===== config.mk =====
export PLATFORM = sky130hd
export DESIGN_NAME = regfile_wr_arbiter_flat
export DESIGN_NICKNAME = d
export VERILOG_FILES = /design/src/rtl/regfile_wr_arbiter_pkg.sv /design/src/rtl/regfile_wr_arbiter_if.sv /design/src/rtl/regfile_wr_fifo.sv /design/src/rtl/regfile_wr_arbiter.sv /design/src/flat_wrapper.sv
export SDC_FILE = /design/constraint.sdc
export NUM_CORES = 1
export LEC_CHECK = 0
export ABC_AREA = 1
export CAP_MARGIN = 10
export CELL_PAD_IN_SITES_DETAIL_PLACEMENT = 0
export CELL_PAD_IN_SITES_GLOBAL_PLACEMENT = 2
export CORE_MARGIN = 4
export CORE_UTILIZATION = 30
export DETAILED_ROUTE_END_ITERATION = 16
export GPL_TIMING_DRIVEN = 0
export PLACE_DENSITY_LB_ADDON = 0.15
export SKIP_LAST_GASP = 1
export SLEW_MARGIN = 20
export SYNTH_ARGS = -nofsm -noshare
export SYNTH_HDL_FRONTEND = slang
export SYNTH_HIERARCHICAL = 1
export SYNTH_SLANG_ARGS = --single-unit

===== constraint.sdc =====
create_clock -name clk -period 5.8 [get_ports clk]
set_clock_uncertainty 0.1 [all_clocks]
set_input_delay 1.16 -clock clk [delete_from_list [all_inputs] [get_ports clk]]
set_output_delay 1.16 -clock clk [all_outputs]
set_load 0.02 [all_outputs]

===== src/rtl/regfile_wr_arbiter_pkg.sv =====
// Shared register-file constants and types for the write-port arbiter.
// Address/data widths and enable levels live here only.
package regfile_wr_arbiter_pkg;

  localparam int   REG_AW = 5;
  localparam int   REG_DW = 32;
  localparam logic WE_ON  = 1'b1;
  localparam logic RE_ON  = 1'b1;

  typedef logic [REG_AW-1:0] reg_addr_t;
  typedef logic [REG_DW-1:0] reg_data_t;

  typedef struct packed {
    reg_addr_t addr;
    reg_data_t data;
  } wr_req_t;

  // r0 is hardwired to zero, so a write to it is no write at all.
  function automatic logic is_real_addr(input reg_addr_t a);
    return a != '0;
  endfunction

endpackage


===== src/rtl/regfile_wr_arbiter_if.sv =====
// Bus bundle between the pipeline/multi-cycle unit (master) and the arbiter (slave).
interface regfile_wr_arbiter_if;
  import regfile_wr_arbiter_pkg::*;

  logic      a_we;
  reg_addr_t a_waddr;
  reg_data_t a_wdata;
  logic      b_valid;
  reg_addr_t b_waddr;
  reg_data_t b_wdata;
  logic      b_ready;
  logic      we;
  reg_addr_t wAddr;
  reg_data_t wData;
  logic      re1;
  reg_addr_t rAddr1;
  logic      re2;
  reg_addr_t rAddr2;
  logic      haz1;
  logic      haz2;
  logic      stall_req;

  modport master (
    output a_we, a_waddr, a_wdata, b_valid, b_waddr, b_wdata, re1, rAddr1, re2, rAddr2,
    input  b_ready, we, wAddr, wData, haz1, haz2, stall_req
  );

  modport slave (
    input  a_we, a_waddr, a_wdata, b_valid, b_waddr, b_wdata, re1, rAddr1, re2, rAddr2,
    output b_ready, we, wAddr, wData, haz1, haz2, stall_req
  );

endinterface


===== src/rtl/regfile_wr_fifo.sv =====
// Pending-write buffer for port B: FIFO storage with per-entry valid bits,
// address-match vectors for hazard lookup and an address-keyed squash.
module regfile_wr_fifo
  import regfile_wr_arbiter_pkg::*;
#(
  parameter int DEPTH = 2
) (
  input  logic             clk,
  input  logic             rst,
  input  logic             push,
  input  wr_req_t          push_req,
  input  logic             pop,
  input  logic             squash,
  input  reg_addr_t        squash_addr,
  input  reg_addr_t        q1_addr,
  input  reg_addr_t        q2_addr,
  output logic             full,
  output logic             head_present,
  output logic             head_valid,
  output wr_req_t          head_req,
  output logic [DEPTH-1:0] match1,
  output logic [DEPTH-1:0] match2
);

  localparam int PW = $clog2(DEPTH);

  logic [PW-1:0]    wr_ptr;
  logic [PW-1:0]    rd_ptr;
  logic [PW:0]      count;
  logic [DEPTH-1:0] valid;
  wr_req_t          mem [DEPTH];

  // DEPTH is a power of two, so pointers wrap by plain overflow.
  // NOTE: sequential state uses non-blocking assignments so every flop samples pre-edge values.
  always_ff @(posedge clk or posedge rst) begin
    if (rst) begin
      wr_ptr <= '0;
      rd_ptr <= '0;
      count  <= '0;
      valid  <= '0;
    end else begin
      if (push) wr_ptr <= wr_ptr + 1'b1;
      if (pop)  rd_ptr <= rd_ptr + 1'b1;
      case ({push, pop})
        2'b10:   count <= count + 1'b1;
        2'b01:   count <= count - 1'b1;
        default: count <= count;
      endcase
      for (int i = 0; i < DEPTH; i++)
        if (squash && mem[i].addr == squash_addr) valid[i] <= 1'b0;
      if (pop)  valid[rd_ptr] <= 1'b0;
      if (push) valid[wr_ptr] <= 1'b1;
    end
  end

  // NOTE: storage has no reset; valid bits alone decide whether an entry means anything.
  always_ff @(posedge clk) begin
    if (push) mem[wr_ptr] <= push_req;
  end

  // NOTE: every always_comb output gets a default first so no latch is inferred.
  always_comb begin
    match1 = '0;
    match2 = '0;
    for (int i = 0; i < DEPTH; i++) begin
      match1[i] = valid[i] && (mem[i].addr == q1_addr);
      match2[i] = valid[i] && (mem[i].addr == q2_addr);
    end
  end

  assign full         = (count == (PW+1)'(DEPTH));
  assign head_present = (count != '0);
  assign head_valid   = head_present && valid[rd_ptr];
  assign head_req     = mem[rd_ptr];

endmodule


===== src/rtl/regfile_wr_arbiter.sv =====
// Single register-file write port shared by pipeline write-back (A, priority)
// and a buffered multi-cycle unit (B), with WAW squash and starvation stall.
module regfile_wr_arbiter
  import regfile_wr_arbiter_pkg::*;
#(
  parameter int DEPTH      = 2,
  parameter int STARVE_MAX = 4
) (
  input logic                 clk,
  input logic                 rst,
  regfile_wr_arbiter_if.slave bus
);

  localparam int            SW     = $clog2(STARVE_MAX + 1);
  localparam logic [SW-1:0] SMAX_C = SW'(STARVE_MAX);

  logic             full;
  logic             head_present;
  logic             head_valid;
  wr_req_t          head_req;
  logic [DEPTH-1:0] match1;
  logic [DEPTH-1:0] match2;
  logic             a_valid;
  logic             push;
  logic             pop;
  logic [SW-1:0]    starve_cnt;
  logic [SW-1:0]    starve_nxt;
  logic             stall_q;

  assign a_valid = (bus.a_we == WE_ON) && is_real_addr(bus.a_waddr) && !rst;
  assign push    = bus.b_valid && bus.b_ready && is_real_addr(bus.b_waddr);
  // A squashed head is dropped without a write slot, so it may pop even while A wins.
  assign pop     = head_present && (!head_valid || !a_valid);

  regfile_wr_fifo #(.DEPTH(DEPTH)) u_fifo (
    .clk          (clk),
    .rst          (rst),
    .push         (push),
    .push_req     ('{addr: bus.b_waddr, data: bus.b_wdata}),
    .pop          (pop),
    .squash       (a_valid),
    .squash_addr  (bus.a_waddr),
    .q1_addr      (bus.rAddr1),
    .q2_addr      (bus.rAddr2),
    .full         (full),
    .head_present (head_present),
    .head_valid   (head_valid),
    .head_req     (head_req),
    .match1       (match1),
    .match2       (match2)
  );

  always_comb begin
    bus.we    = 1'b0;
    bus.wAddr = '0;
    bus.wData = '0;
    if (a_valid) begin
      bus.we    = WE_ON;
      bus.wAddr = bus.a_waddr;
      bus.wData = bus.a_wdata;
    end else if (head_valid) begin
      bus.we    = WE_ON;
      bus.wAddr = head_req.addr;
      bus.wData = head_req.data;
    end
  end

  always_comb begin
    starve_nxt = starve_cnt;
    if (pop)
      starve_nxt = '0;
    else if (head_valid && a_valid && starve_cnt != SMAX_C)
      starve_nxt = starve_cnt + 1'b1;
  end

  always_ff @(posedge clk or posedge rst) begin
    if (rst) begin
      starve_cnt <= '0;
      stall_q    <= 1'b0;
    end else begin
      starve_cnt <= starve_nxt;
      stall_q    <= (starve_nxt == SMAX_C);
    end
  end

  assign bus.b_ready   = !full;
  assign bus.stall_req = stall_q;
  assign bus.haz1      = (bus.re1 == RE_ON) && is_real_addr(bus.rAddr1) && (|match1);
  assign bus.haz2      = (bus.re2 == RE_ON) && is_real_addr(bus.rAddr2) && (|match2);

endmodule


===== src/flat_wrapper.sv =====
// flat-port wrapper written by rule: the top's interface ports become plain ports
module regfile_wr_arbiter_flat import regfile_wr_arbiter_pkg::*;
#(
  parameter int DEPTH      = 2,
  parameter int STARVE_MAX = 4
)
  (clk, rst, bus_a_we, bus_a_waddr, bus_a_wdata, bus_b_valid, bus_b_waddr, bus_b_wdata, bus_re1, bus_rAddr1, bus_re2, bus_rAddr2, bus_b_ready, bus_we, bus_wAddr, bus_wData, bus_haz1, bus_haz2, bus_stall_req);
  regfile_wr_arbiter_if bus_i ();
  input logic clk;
  input logic rst;
  input wire logic [$bits(bus_i.a_we)-1:0] bus_a_we;
  input wire logic [$bits(bus_i.a_waddr)-1:0] bus_a_waddr;
  input wire logic [$bits(bus_i.a_wdata)-1:0] bus_a_wdata;
  input wire logic [$bits(bus_i.b_valid)-1:0] bus_b_valid;
  input wire logic [$bits(bus_i.b_waddr)-1:0] bus_b_waddr;
  input wire logic [$bits(bus_i.b_wdata)-1:0] bus_b_wdata;
  input wire logic [$bits(bus_i.re1)-1:0] bus_re1;
  input wire logic [$bits(bus_i.rAddr1)-1:0] bus_rAddr1;
  input wire logic [$bits(bus_i.re2)-1:0] bus_re2;
  input wire logic [$bits(bus_i.rAddr2)-1:0] bus_rAddr2;
  output wire logic [$bits(bus_i.b_ready)-1:0] bus_b_ready;
  output wire logic [$bits(bus_i.we)-1:0] bus_we;
  output wire logic [$bits(bus_i.wAddr)-1:0] bus_wAddr;
  output wire logic [$bits(bus_i.wData)-1:0] bus_wData;
  output wire logic [$bits(bus_i.haz1)-1:0] bus_haz1;
  output wire logic [$bits(bus_i.haz2)-1:0] bus_haz2;
  output wire logic [$bits(bus_i.stall_req)-1:0] bus_stall_req;
  assign bus_i.a_we = bus_a_we;
  assign bus_i.a_waddr = bus_a_waddr;
  assign bus_i.a_wdata = bus_a_wdata;
  assign bus_i.b_valid = bus_b_valid;
  assign bus_i.b_waddr = bus_b_waddr;
  assign bus_i.b_wdata = bus_b_wdata;
  assign bus_i.re1 = bus_re1;
  assign bus_i.rAddr1 = bus_rAddr1;
  assign bus_i.re2 = bus_re2;
  assign bus_i.rAddr2 = bus_rAddr2;
  assign bus_b_ready = bus_i.b_ready;
  assign bus_we = bus_i.we;
  assign bus_wAddr = bus_i.wAddr;
  assign bus_wData = bus_i.wData;
  assign bus_haz1 = bus_i.haz1;
  assign bus_haz2 = bus_i.haz2;
  assign bus_stall_req = bus_i.stall_req;
  regfile_wr_arbiter #(.DEPTH(DEPTH), .STARVE_MAX(STARVE_MAX)) u_core (.clk(clk), .rst(rst), .bus(bus_i));
endmodule

==> metrics.cfg <==
[placement]
gpl.final_weighted_congestion = 0.773
place.port_buffers = 131
detailedPlacementHpwl_um = 9030

[logic_synthesis]
cell_accounting_for_the_most_synthesized_area = sky130_fd_sc_hd__edfxtp_1
post-synth-top-area-fraction_pct = 50.7
synth_seq_cells = 84
synth_edf_count = 74
yosys_warnings = 6
seq_area_frac_synth_pct = 56.4
ys.flop_type = sky130_fd_sc_hd__edfxtp_1
post_synth_inst_count = 499
synth.cell_area_sq_um = 4380
post_synth_num_cell_types = 29
most_used_standard_cells_in_the_synthesized_netlist = 236 x sky130_fd_sc_hd__nand2_1, 74 x sky130_fd_sc_hd__edfxtp_1, 33 x sky130_fd_sc_hd__inv_1, 33 x sky130_fd_sc_hd__nand3_1, 17 x sky130_fd_sc_hd__nor2_1
asyncSetResetFlopFracSynth_pct = 11.9
syn_area_per_cell_sq_um = 8.79
most_frequent_cell_after_synthesis = sky130_fd_sc_hd__nand2_1
mappedNetlistNets = 592
synth_top_cells_by_area = sky130_fd_sc_hd__edfxtp_1 51%, sky130_fd_sc_hd__nand2_1 20%, sky130_fd_sc_hd__dfrtp_1 5.7%, sky130_fd_sc_hd__nand3_1 3.8%, sky130_fd_sc_hd__inv_1 2.8%

[clocking]
cts_num_sinks = 84
ctsHoldBuffers = 0
htree_num_levels = 3
post-cts-setup-buffer-count = 0
worstSkewPairLatency_ns = 0.34
cts_tree = yes
ctsLongestPathBuffers = 2
worst_setup_hold_path_clk_slew_ns = 0.06
cts_resized = 0
num_cts_buffers = 9
clk_tree_root_cell = sky130_fd_sc_hd__clkbuf_16

[detailed_routing]
ant_nets = 0
remaining_drc_errors = 0
dr.pass1.iters = 4
routed-via-count = 3702
finalWirelength_um = 12200
dr.first_iter.drc_count = 117
via_per_inst = 4.47
post_drt_wl_per_cell_um = 14.7

[timing]
setup_violations = 0
worst-slew-pin-transition_ns = 0.540
rsz0062_at_grt = no
final_hold_viol_count = 0
hold_ws_ns = 0.442
max_freq_mhz = 222
rel_slew_slack_pct = 63.9
setup-tns-final_ns = 0
min_tclk_post_route_ns = 4.51
slew_viol_final = 0
post-route-period-util_pct = 77.8

[setup_path]
path_buf_inv = 4
critical_path_arrival_ns = 3.25
worst_path_max_delay_cell = sky130_fd_sc_hd__clkdlybuf4s50_1
cp_max_fo = 10
crit_path_start_kind = input pin
cp_cell_sequence = clkdlybuf4s50_1 -> nor2_2 -> nand3_2 -> nand2_2 -> inv_2 -> buf_2 -> nand2_1 -> nand2_1 -> clkdlybuf4s50_1
critical_path_required_ns = 4.54
critical_path.top_delay_family = buffers and inverters
timing_worst_setup_path_type = input pin to output pin
end_kind = output pin
cp_slowest_stage_delay_ns = 0.61

[floorplanning]
floorplan.rows = 43
die_area_sq_um = 16600
ios = 132
core_area_sq_um = 14100
fp.dieW_um = 129
die_height_um = 129
start_util_pct = 31.1

[final_layout]
antennaDiodeCount = 0
fillCellCount = 1383
drive_above_1_share_pct = 10.2
areaGrowthSynthToFinish_pct = 42.6
num-nets-final = 737

[flow_run]
drv.max_cap_violation_count = 0

[global_route]
grt_usage_pct = 14.7
grt_start_max_net_pins = 23
grt_overflow_total = 0
vias_in_the_first_global_route = 3757
grt_antenna_before_repair = 0
grt_first_pass_wirelength_um = 18600

[hold_path]
min_path_type = flop to flop

[power]
worst_ir_drop_vdd_v = 0.000186
power_leakage_uw = 0.00271
p_per_area_nw_per_um2 = 426

[outcome]
status = completed

==> metrics by stage <==
stage          util, %  instances  instance area, sq um  setup slack, ns  power, uW
2_1_floorplan        -        499                  4380             2.25       1630
4_1_cts           44.3        829                  6250             1.23       2710
3_5_place_dp      42.5        813                  5990             1.24       2190
5_1_grt           44.3        829                  6250             1.10       2840
3_3_place_gp      42.0        810                  5920            0.325       2150
6_report          44.3        829                  6250             1.29       2660
==> where the power goes <==
group	switching, uW	internal (uW)
Combinational	762	513
Clock	223	283
Sequential	57.7	821
Total	1040	1620
==> path summary, 6_finish.rpt <==
check | start | end | slack [ns] | cells after the start
worst max register to register | u_core/u_fifo/rd_ptr | u_core/u_fifo/count[1] | 3.43 | 11
worst min register to register | u_core/u_fifo/count[0] | u_core/u_fifo/count[0] | 0.44 | 1
worst max-delay path | bus_a_waddr[3] | bus_wData[16] | 1.29 | 9
max in group asynchronous | rst | u_core/u_fifo/count[1] | 4.33 | 2
worst min-delay path | u_core/u_fifo/count[0] | u_core/u_fifo/count[0] | 0.44 | 1
min in group asynchronous | rst | u_core/bus.stall_req | 1.03 | 2
==> per-layer routing <==
metal  global-route usage (%)  vias up  wire length [um]
li1                         -     1911                 -
met1                     17.6     1672              5270
met2                     25.4      101              5910
met3                     3.78       18               784
met4                     5.37        0               193
met5                        0        -                 0
==> cell type report <==
class | instances | area, sq um | share of cell area, %
sequential | 84 | 2470 | 39.6
multi-input combinational | 351 | 1610 | 25.8
timing repair buffer | 134 | 1370 | 22.0
clock buffer | 9 | 225 | 3.60
tap | 180 | 225 | 3.60
inverter | 45 | 171 | 2.74
buffer | 19 | 136 | 2.18
clock inverter | 7 | 33.8 | 0.541
==> registers in the layout, indices dropped and copies added (netlist names) <==
name,cells
u_core/bus.stall_req,1
u_core/starve_cnt,3
u_core/u_fifo/rd_ptr,1
u_core/u_fifo/wr_ptr,1
u_core/u_fifo/mem,74
u_core/u_fifo/valid,2
u_core/u_fifo/count,2
==> cells in the final DEF (no fill, tap or decap), drive strengths merged <==
master / synthesis / final
clkbuf: 1 / 10
edfxtp: 74 / 74
or2: 2 / 2
nand2: 237 / 237
nand3: 44 / 44
inv: 45 / 45
a21oi: 8 / 8
o21ai: 9 / 9
o2111ai: 4 / 4
clkinvlp: 0 / 1
nor2: 22 / 22
ha: 3 / 3
clkdlybuf4s50: 0 / 131
clkinv: 0 / 6
nor3: 3 / 3
dfrtp: 10 / 10
o211ai: 2 / 2
nand4: 5 / 5
xor2: 2 / 2
buf: 18 / 21
xnor2: 10 / 10
==> logic make-up after synthesis <==
| group | after synthesis | synth area share [%] |
|---|---|---|
| adder cells (fa/ha/maj) | 3 | 0.856 |
| flip-flops | 84 | 56.4 |
| AND/OR/NAND/NOR | 313 | 30.3 |
| buffers and inverters | 64 | 7.02 |
| XOR/XNOR | 12 | 2.40 |
| AO/OA/AOI/OAI | 23 | 3.08 |
Note: power is estimated with default switching activity, not from simulation.
